**config.mk**
```make
export PLATFORM = sky130hd
export DESIGN_NAME = fifo_sync
export DESIGN_NICKNAME = d
export VERILOG_FILES = /design/src/rtl/fifo_sync.sv
export SDC_FILE = /design/constraint.sdc
export NUM_CORES = 1
export LEC_CHECK = 0
export CAP_MARGIN = 20
export CORE_ASPECT_RATIO = 2
export CORE_MARGIN = 2
export CORE_UTILIZATION = 50
export DETAILED_ROUTE_END_ITERATION = 12
export PLACE_DENSITY = 0.73
export SYNTH_ARGS = -nofsm -noshare
export SYNTH_HDL_FRONTEND = slang
export SYNTH_SLANG_ARGS = --single-unit
```
**constraint.sdc**
```tcl
create_clock -name clk -period 2.9 [get_ports clk]
set_input_delay 0.58 -clock clk [delete_from_list [all_inputs] [get_ports clk]]
set_output_delay 0.58 -clock clk [all_outputs]
set_load 0.01 [all_outputs]
```
**src/rtl/fifo_sync.sv**
```systemverilog
// Single-clock FIFO with registered read data, occupancy count, almost flags
// and one-cycle overflow/underflow pulses.
module fifo_sync #(
    parameter int WIDTH    = 8,
    parameter int DEPTH    = 16,
    parameter int AF_LEVEL = DEPTH - 2,
    parameter int AE_LEVEL = 2
) (
    input  logic                     clk,
    input  logic                     reset,
    input  logic                     wr_en,
    input  logic                     rd_en,
    input  logic [WIDTH-1:0]         din,
    output logic [WIDTH-1:0]         dout,
    output logic                     full,
    output logic                     empty,
    output logic                     almost_full,
    output logic                     almost_empty,
    output logic [$clog2(DEPTH):0]   count,
    output logic                     overflow,
    output logic                     underflow
);

    localparam int AW = $clog2(DEPTH);
    localparam int CW = AW + 1;
    localparam logic [CW-1:0] AF_LVL = CW'(AF_LEVEL);
    localparam logic [CW-1:0] AE_LVL = CW'(AE_LEVEL);
    localparam logic [CW-1:0] PTR_ONE = CW'(1);

    logic [WIDTH-1:0] mem_q [DEPTH];

    logic [CW-1:0]    wr_ptr_q, wr_ptr_d;
    logic [CW-1:0]    rd_ptr_q, rd_ptr_d;
    logic [WIDTH-1:0] dout_q, dout_d;
    logic             overflow_q, overflow_d;
    logic             underflow_q, underflow_d;
    logic             wr_accept;
    logic             rd_accept;

    // Pointers carry one extra wrap bit so full and empty are distinguishable.
    assign empty = (wr_ptr_q == rd_ptr_q);
    assign full  = (wr_ptr_q[AW-1:0] == rd_ptr_q[AW-1:0]) &&
                   (wr_ptr_q[AW] != rd_ptr_q[AW]);
    assign count = wr_ptr_q - rd_ptr_q;

    assign almost_full  = (count >= AF_LVL);
    assign almost_empty = (count <= AE_LVL);

    assign dout      = dout_q;
    assign overflow  = overflow_q;
    assign underflow = underflow_q;

    always_comb begin
        rd_accept   = rd_en && !empty;
        // A read in the same cycle frees the slot a full FIFO would otherwise refuse.
        wr_accept   = wr_en && (!full || rd_accept);
        wr_ptr_d    = wr_ptr_q;
        rd_ptr_d    = rd_ptr_q;
        dout_d      = dout_q;
        overflow_d  = wr_en && full && !rd_en;
        underflow_d = rd_en && empty;
        if (wr_accept) begin
            wr_ptr_d = wr_ptr_q + PTR_ONE;
        end
        if (rd_accept) begin
            rd_ptr_d = rd_ptr_q + PTR_ONE;
            dout_d   = mem_q[rd_ptr_q[AW-1:0]];
        end
    end

    always_ff @(posedge clk or negedge reset) begin
        if (!reset) begin
            wr_ptr_q    <= '0;
            rd_ptr_q    <= '0;
            dout_q      <= '0;
            overflow_q  <= 1'b0;
            underflow_q <= 1'b0;
        end else begin
            wr_ptr_q    <= wr_ptr_d;
            rd_ptr_q    <= rd_ptr_d;
            dout_q      <= dout_d;
            overflow_q  <= overflow_d;
            underflow_q <= underflow_d;
        end
    end

    // Storage is deliberately not reset; the pointers alone define validity.
    always_ff @(posedge clk) begin
        if (wr_accept) begin
            mem_q[wr_ptr_q[AW-1:0]] <= din;
        end
    end

endmodule

```
### Word level (Yosys, flattened, before mapping)

Memories as Yosys holds them, arrays and structs flattened. A register that Yosys moved wholly into a read port is not among the register bits.
Index checks and enable logic that the tools add are counted.

| operators by class | value |
|---|---|
| add/subtract/negate cells | 3 |
| magnitude comparators | 2 |
| equality and inequality tests | 3 |
| multiplexer cells | 2 |
| reduce and logical (&&, ||, !) cells | 11 |

Operators by type and width:

| operator | number |
|---|---|
| adder 5 x 1 -> 5 bit (second input constant) | 2 |
| logical AND 1 bit | 6 |
| == test 5 bit | 1 |
| greater-or-equal comparator 5 x 4 -> 1 bit (second input constant) | 1 |
| <= comparator 5 x 2 -> 1 bit (second input constant) | 1 |
| subtractor 5 bit | 1 |
| == test 4 bit | 1 |
| logical NOT 1 bit | 4 |
| 2-to-1 mux 1 bit | 2 |
| logical OR 1 bit | 1 |
| inequality test 1 bit | 1 |

| word-level totals | value |
|---|---|
| register bits | 12 |
| memory bits (writable) | 128 |
| input bits | 12 |
| output and inout bits | 19 |
| logic and storage cells | 26 |
| memories | 1 |

Memory list:

| memory | depth | width | read ports | clocked after memory_dff | write ports | RTL line | source |
|---|---|---|---|---|---|---|---|
| mem_q | 16 | 8 | 1 | 1 | 1 | 30 | `logic [WIDTH-1:0] mem_q [DEPTH];` |

### Logic depth before layout (Yosys ltp)

Gate-level depths: netlist of the first run.

| logic depth | value |
|---|---|
| word-level depth | 7 |
| mapped depth | 9 |
| gate-level depth less buffers | 8 |

### Worst setup path after synthesis of the first run

Ideal clock, no wire load.

| timing path | value |
|---|---|
| path type | reg2out |
| start point | reg rd_ptr_q[1] |
| end point | out almost_empty |
| arrival time | 2.117 ns |
| setup slack | 0.203 ns |
| cell stages (with the launch flop) | 9 |
| path through | dfrtp_1 buf_4 buf_2 inv_1 fa_1 a21o_1 a21oi_1 xnor2_1 a211oi_1 |

| between the ends | value |
|---|---|
| cells in the longest elaborated chain, start to end | 2 |

Ends and longest elaborated chain:

| item | RTL line | source |
|---|---|---|
| from (decl) | 33 | `logic [CW-1:0] rd_ptr_q, rd_ptr_d;` |
| from (signal assigned) | 80 | `rd_ptr_q <= rd_ptr_d;` |
| subtractor 5 bit | 44 | `assign count = wr_ptr_q - rd_ptr_q;` |
| net count[4] | 19 | `output logic [$clog2(DEPTH):0] count,` |
| <= comparator 5 x 2 -> 1 bit | 47 | `assign almost_empty = (count <= AE_LVL);` |
| to (decl) | 18 | `output logic almost_empty,` |

The timed path passes the listed nets, and every way through them passes these cells.

### Worst setup path in the final report of the first run

| timing path | value |
|---|---|
| start point | reg wr_ptr_q[0] |
| end point | out almost_full |

| between the ends | value |
|---|---|
| cells in the longest elaborated chain, start to end | 2 |

Ends and longest elaborated chain:

| item | RTL line | source |
|---|---|---|
| from (decl) | 32 | `logic [CW-1:0] wr_ptr_q, wr_ptr_d;` |
| from (signal assigned) | 79 | `wr_ptr_q <= wr_ptr_d;` |
| subtractor 5 bit | 44 |  |
| greater-or-equal comparator 5 x 4 -> 1 bit | 46 | `assign almost_full = (count >= AF_LVL);` |
| to (decl) | 17 | `output logic almost_full,` |

No other way between the ends.

==> results.cfg, run 1 <==
[drt]
drtAntennaViolNets = 0
wl_met3_um = 442
vias = 3310
drt-initial-drc-count = 368
dr.pass1.iters = 5
post-route-drc-count = 0
met1Wirelength_um = 4900
wl_met2_um = 7350
vias_per_cell = 5.85
routed_wl_um = 13000
wl_per_cell_um = 23.0
routed.top_layer = met4

[final_layout]
syn_to_final_growth_pct = 18.5
multi_input_area_um2 = 1620
fill_cells = 872
seqCellArea_um2 = 4350
layout-drive-gt1-share_pct = 16.4
final_nets = 430
finish.utilization_pct = 60.8
diodes = 0

[timing]
timing.final.crit_share_pct = 100
finalHoldViolCount = 0
slew_violations = 0
period_needed_ps = 2900
whs_ps = 522
finalSetupViolations = 0
relSlewSlack_pct = 39.9
tightest_slew_ps = 898
fmax_mhz = 345
rsz0062_at_grt = true
clock_skew_ps = 8.88

[clocking]
cts_root_buf = clkbuf_16
clockBufferDepth = 2
cts_made_buffers = 17
cts.reportedPaths.clkPinSlew_ps = 60
clk_latency_ps = 420
cts_tree = yes
clkSinkCount = 148
cts-htree-levels = 4

[worst_setup_path]
path_class = reg2out
worstPathRequired_ps = 2320
worstSetupEndpointType = output pin
critPathMaxStageDelay_ps = 380
path_max_fanout = 3
cp_cell_sequence = inv_2, ha_4, inv_2, fa_2, a21o_1, a21oi_2, xnor2_2, a41o_1, buf_2
worstSetupStartpointType = flop
arrival_ps = 2320
cp_slowest_cell = dfrtp_1
cpMostUsedCell = inv_2

[floorplanning]
io_pins = 31
fp.coreArea_um2 = 11800
fp.dieArea_um2 = 13000
die_w_um = 81.7
start_util_pct = 51.3
fp-row-count = 56
die_y_um = 159

[pwr]
p_leak_uw = 0.00255
power_density_nw_per_um2 = 1090
p_int_uw = 5200
netSwitchingFraction_pct = 33.6
clkPwrFrac_pct = 27.2
seqPwrFrac_pct = 35.6
comb_power_share_pct = 37.2
switchingPower_uw = 2630
vdd_ir_drop_max_mv = 0.586

[placed_design]
post-dp-hpwl_um = 8640
io_buffers = 30
gp_congestion = 0.873

[grt]
grt.overflow.total = 0
grt_pass1_wl_um = 20000
grt_pass1_vias = 3522
antenna_found_initial = 0
grtUsageTotal_pct = 21.7
grt_max_degree = 45

[logic_synthesis]
synth_edf_count = 128
yosysWarnings = 0
ys_ff_latch = 148
synthDistinctLibCells = 44
yosysSeqAreaShare_pct = 71.9
synth.avg_cell_area_um2 = 16.9
synth_fp_nets = 380
syn_area_um2 = 6040
synthCells = 358
async_flop_share_pct = 13.5
synth-main-ff-cell = edfxtp_1

[status]
status = finished, final reports clean

[min_path]
hp-class = reg2reg

[flow_run]
cap_viol_max_count = 0
-- final cells by class --
cell class                 count  area share [%]
clock buffer                  17            5.94
clock inverter                15            2.22
inverter                       7           0.367
multi-input combinational    188            22.6
sequential                   148            60.7
tap                          145            2.53
timing repair buffer          46            5.68
-- cell usage in the layout (no fill, tap or decap), types with 3 or more instances in the layout --
cell / synthesis / final
inv_1: 7 / 4
dfrtp_1: 20 / 19
nand2_1: 4 / 4
xnor2_1: 7 / 6
clkdlybuf4s50_1: 0 / 25
clkinv_2: 0 / 3
a31oi_1: 8 / 8
ha_1: 9 / 7
mux2i_1: 48 / 48
a221oi_1: 8 / 8
o22ai_1: 16 / 16
xor2_1: 3 / 3
buf_4: 4 / 16
mux4_2: 7 / 7
o21ai_0: 10 / 9
edfxtp_1: 128 / 128
inv_2: 0 / 3
clkinv_4: 0 / 6
nand4_1: 4 / 4
clkbuf_16: 0 / 17
nor2_1: 19 / 19
dlygate4sd2_1: 0 / 3
and2_1: 17 / 17
-- synthesized netlist by cell type, drive strengths merged, types with 8 or more instances --
| cell | instances | share of area [%] |
|---|---|---|
| dfrtp | 20 | 8.3 |
| edfxtp | 128 | 64 |
| o21ai | 11 | 0.91 |
| mux4 | 8 | 3.0 |
| a31oi | 8 | 0.83 |
| o22ai | 16 | 1.7 |
| buf | 14 | 1.6 |
| and2 | 17 | 1.8 |
| nor2 | 19 | 1.2 |
| mux2i | 48 | 8.0 |
| a221oi | 8 | 1.2 |
| ha | 9 | 1.9 |
| xnor2 | 8 | 1.3 |
-- per-layer routing --
| metal | up-vias | global-route usage (%) |
|---|---|---|
| met2 | 94 | 37.4 |
| met4 | 0 | 8.33 |
| met3 | 19 | 5.27 |
| li1 | 1508 | - |
| met1 | 1689 | 25.5 |
| met5 | - | 0 |
-- logic make-up (layout without fill, tap and decap cells) --
| family | Yosys count | in the layout | share of synthesized area, % |
|---|---|---|---|
| xor+xnor | 11 | 11 | 1.72 |
| simple gates | 59 | 59 | 5.30 |
| flops | 148 | 148 | 71.9 |
| fa+ha+maj | 10 | 10 | 2.19 |
| buf+inv | 22 | 85 | 2.07 |
| mux | 56 | 56 | 11.0 |
| compound gates | 52 | 52 | 5.84 |
-- flip-flops by register name (all words and copies together), names as in the netlist --
register,cells
wr_ptr_q,5
mem_q,128
underflow,1
overflow,1
rd_ptr_q,5
dout,8
-- critical path: cells and delay by family, from the launching register on --
kind                     cells  cell delay (ps)
XOR/XNOR                     1              120
adder cells (fa/ha/maj)      2              500
flip-flops                   1              380
buffers and inverters        3              260
AO/OA/AOI/OAI                3              650
-- worst paths after layout --
path / endpoint / depth (start not counted) / slack [ps] / startpoint
worst max-delay path: almost_full / 9 / 0.8 / wr_ptr_q[0]$_DFFE_PN0P_
worst max register to register: mem_q[0][0]$_DFFE_PP_ / 5 / 410 / wr_ptr_q[3]$_DFFE_PN0P_
min in group asynchronous: rd_ptr_q[2]$_DFFE_PN0P_ / 2 / 530 / reset
worst min-delay path: rd_ptr_q[4]$_DFFE_PN0P_ / 1 / 520 / rd_ptr_q[4]$_DFFE_PN0P_
max in group asynchronous: rd_ptr_q[1]$_DFFE_PN0P_ / 2 / 2120 / reset
worst min register to register: rd_ptr_q[4]$_DFFE_PN0P_ / 1 / 520 / rd_ptr_q[4]$_DFFE_PN0P_
-- repair_timing --
action | in CTS | in global routing
setup endpoints to repair | 5 | 4
buffers inserted | 1 | 2
resized for setup | 16 | 6
pin swaps | 3 | 6
hold buffers | 0 | 0
-- stage by stage --
step | setup TNS (ps) | cell area [um^2] | power (uW) | instances | setup WS, ps
floorplan | 0 | 6040 | 4570 | 358 | 203
global placement | 0 | 6530 | 5570 | 531 | 45.9
detailed placement | -94.1 | 6530 | 5670 | 531 | -90.8
CTS | 0 | 7120 | 7750 | 564 | 6.15
global route | -147 | 7160 | 8190 | 566 | -65.7
finish | 0 | 7160 | 7830 | 566 | 0.850
-- power by group through the flow --
stage          Clock (uW)  Sequential, uW  Combinational (uW)
2_1_floorplan           0            2820                1750
3_3_place_gp            0            2800                2770
3_5_place_dp            0            2820                2850
4_1_cts              2150            2780                2820
5_1_grt              2240            2810                3140
6_report             2130            2780                2910
No activity file was read; power rests on OpenSTA's default activity.
==> run 2, diff against run 1 <==
--- a/config.mk
+++ b/config.mk
@@ -8,9 +8,10 @@
 export CAP_MARGIN = 20
 export CORE_ASPECT_RATIO = 2
 export CORE_MARGIN = 2
-export CORE_UTILIZATION = 50
+export CORE_UTILIZATION = 30
+export CTS_CLUSTER_SIZE = 12
 export DETAILED_ROUTE_END_ITERATION = 12
-export PLACE_DENSITY = 0.73
+export PLACE_DENSITY = 0.51
 export SYNTH_ARGS = -nofsm -noshare
 export SYNTH_HDL_FRONTEND = slang
 export SYNTH_SLANG_ARGS = --single-unit
==> run 2 against run 1 <==
  * The run now ends with setup timing left
  * Via count shrank 3.3%
  * Sequential power is essentially flat
  * Global-route usage shrank 8.8 points
  * First-iteration DRC count shrank 36%
  * Non-clock buffer count is the same
  * Largest power group unchanged
  * Highest routed layer unchanged
==> results.cfg, run 2 (same netlist as run 1, synthesis figures left out) <==
[status]
status = finished, violations left
failed_checks = setup timing

[timing]
timing.final.crit_share_pct = 101
finalHoldViolCount = 0
tightest_slew_ps = 922
rsz0062_at_grt = true
slew_violations = 0
clock_skew_ps = 4.84
fmax_mhz = 340
finalSetupViolations = 1
period_needed_ps = 2940
relSlewSlack_pct = 38.3
worst_slack_ps = -39.5

[worst_setup_path]
path_class = reg2out
critPathMaxStageDelay_ps = 390
path_max_fanout = 3
cpLargestDelayFamily = compound AO/OA/AOI/OAI gates
cp_cell_sequence = inv_2, ha_4, inv_2, fa_2, a21o_1, a21oi_2, xnor2_2, buf_4, a211oi_2, buf_2
critPathBufInv = 4
cpMostUsedCell = inv_2
arrival_ps = 2360
worstSetupStartpointType = flop
worstPathRequired_ps = 2320
worstSetupEndpointType = output pin
cp_slowest_cell = dfrtp_1

[clocking]
clockBufferDepth = 2
hold_buffers = 0
clk_latency_ps = 410
cts-htree-levels = 4
cts.reportedPaths.clkPinSlew_ps = 60
clkSinkCount = 148
cts_made_buffers = 17
cts_root_buf = clkbuf_16
cts_tree = yes

[final_layout]
syn_to_final_growth_pct = 21.2
fill_cells = 1859
final_nets = 430
final_common_cell = edfxtp_1
multi_input_area_um2 = 1630
mostFrequentLayoutCells = edfxtp_1, mux2i_1, clkdlybuf4s50_1
finish.utilization_pct = 36.9
seqCellArea_um2 = 4350
layout-drive-gt1-share_pct = 16.2
diodes = 0
largest_reg_flops = 128
finalInstanceArea_um2 = 7320

[placed_design]
post-dp-hpwl_um = 8920
io_buffers = 30
placed_cell_area_um2 = 6670
gp_congestion = 0.765
post-place-ws_ps = -58.8

[grt]
grt_max_degree = 45
antenna_found_initial = 0
grt_pass1_vias = 3408
grt.overflow.total = 0
grtUsageTotal_pct = 12.9
grt_pass1_wl_um = 19900

[pwr]
clkPwrFrac_pct = 27.3
comb_power_share_pct = 37.4
p_int_uw = 5320
vdd_ir_drop_max_mv = 0.716
power_density_nw_per_um2 = 1080
switchingPower_uw = 2610
seqPwrFrac_pct = 35.3
netSwitchingFraction_pct = 32.9
p_leak_uw = 0.00255

[drt]
dr.pass1.iters = 4
wl_met3_um = 405
routed_wl_um = 13300
wl_met2_um = 7310
wl_per_cell_um = 19.5
routed.top_layer = met4
vias = 3202
vias_per_cell = 4.69
met1Wirelength_um = 5060
drtAntennaViolNets = 0
drt-initial-drc-count = 234
post-route-drc-count = 0

[floorplanning]
die_y_um = 205
fp.dieArea_um2 = 21400
io_pins = 31
start_util_pct = 30.5
die_w_um = 104
fp-row-count = 73
fp.coreArea_um2 = 19800

[flow_run]
cap_viol_max_count = 0

[min_path]
hp-class = in2async
[run 2: changes by cell type in the layout (fill, tap and decap cells not counted), moves of 2 or more]
cell,change
clkinv_1,+2
clkinv_2,+2
clkinv_4,-5
inv_6,+2
[run 2: final cells by class]
cell class | count | share of cell area [%]
Timing Repair Buffer | 46 | 5.55
Inverter | 7 | 0.359
Clock inverter | 15 | 2.20
Tap cell | 262 | 4.48
Sequential cell | 148 | 59.3
Clock buffer | 17 | 5.81
Multi-Input combinational cell | 188 | 22.3
[run 2: metal layers]
| metal | up-vias | track usage (%) |
|---|---|---|
| met5 | - | 0 |
| met1 | 1599 | 13.2 |
| li1 | 1499 | - |
| met4 | 0 | 7.19 |
| met3 | 26 | 2.58 |
| met2 | 78 | 24.3 |
[run 2: what timing repair did]
action	4_1_cts	5_1_grt
cloned	0	0
pin swaps	3	6
endpoints found under the hold margin	0	0
resized for setup	10	11
endpoints found under the setup margin	5	5
buffers inserted	1	2
[run 2: worst register-to-register path: stages, from the launching register on]
cell     delay [ps]
dfrtp_1         480
ha_4            300
nand4_1         200
o31ai_2         130
nor3b_1         410
and2_1          510
[run 2: metrics by stage]
stage / TNS (ps) / total power (uW) / hold slack, ps / cells
after floorplan: 0 / 4570 / 284 / 358
after global placement: 0 / 5650 / 513 / 648
after detailed placement: -58.8 / 5710 / 511 / 648
after CTS: -138 / 7850 / 520 / 681
after global routing: -171 / 8300 / 545 / 683
final: -39.5 / 7920 / 506 / 683
[run 2: worst paths after layout]
path,startpoint,end,slack (ps),cells after the start
min,reset,rd_ptr_q[0]$_DFFE_PN0P_,510,1
min reg2reg,rd_ptr_q[4]$_DFFE_PN0P_,rd_ptr_q[4]$_DFFE_PN0P_,510,1
min in group clk,rd_ptr_q[4]$_DFFE_PN0P_,rd_ptr_q[4]$_DFFE_PN0P_,510,1
max reg2reg,wr_ptr_q[3]$_DFFE_PN0P_,mem_q[6][2]$_DFFE_PP_,510,5
max,wr_ptr_q[0]$_DFFE_PN0P_,almost_empty,-40,10
max in group asynchronous,reset,dout[6]$_DFFE_PN0P_,1850,2
[run 2: power groups by stage]
stage                     Sequential (uW)  Combinational [uW]  Clock (uW)
after detailed placement             2820                2890           0
after CTS                            2790                2860        2200
after global placement               2810                2840           0
after global routing                 2830                3190        2290
final                                2800                2960        2160
after floorplan                      2820                1750           0
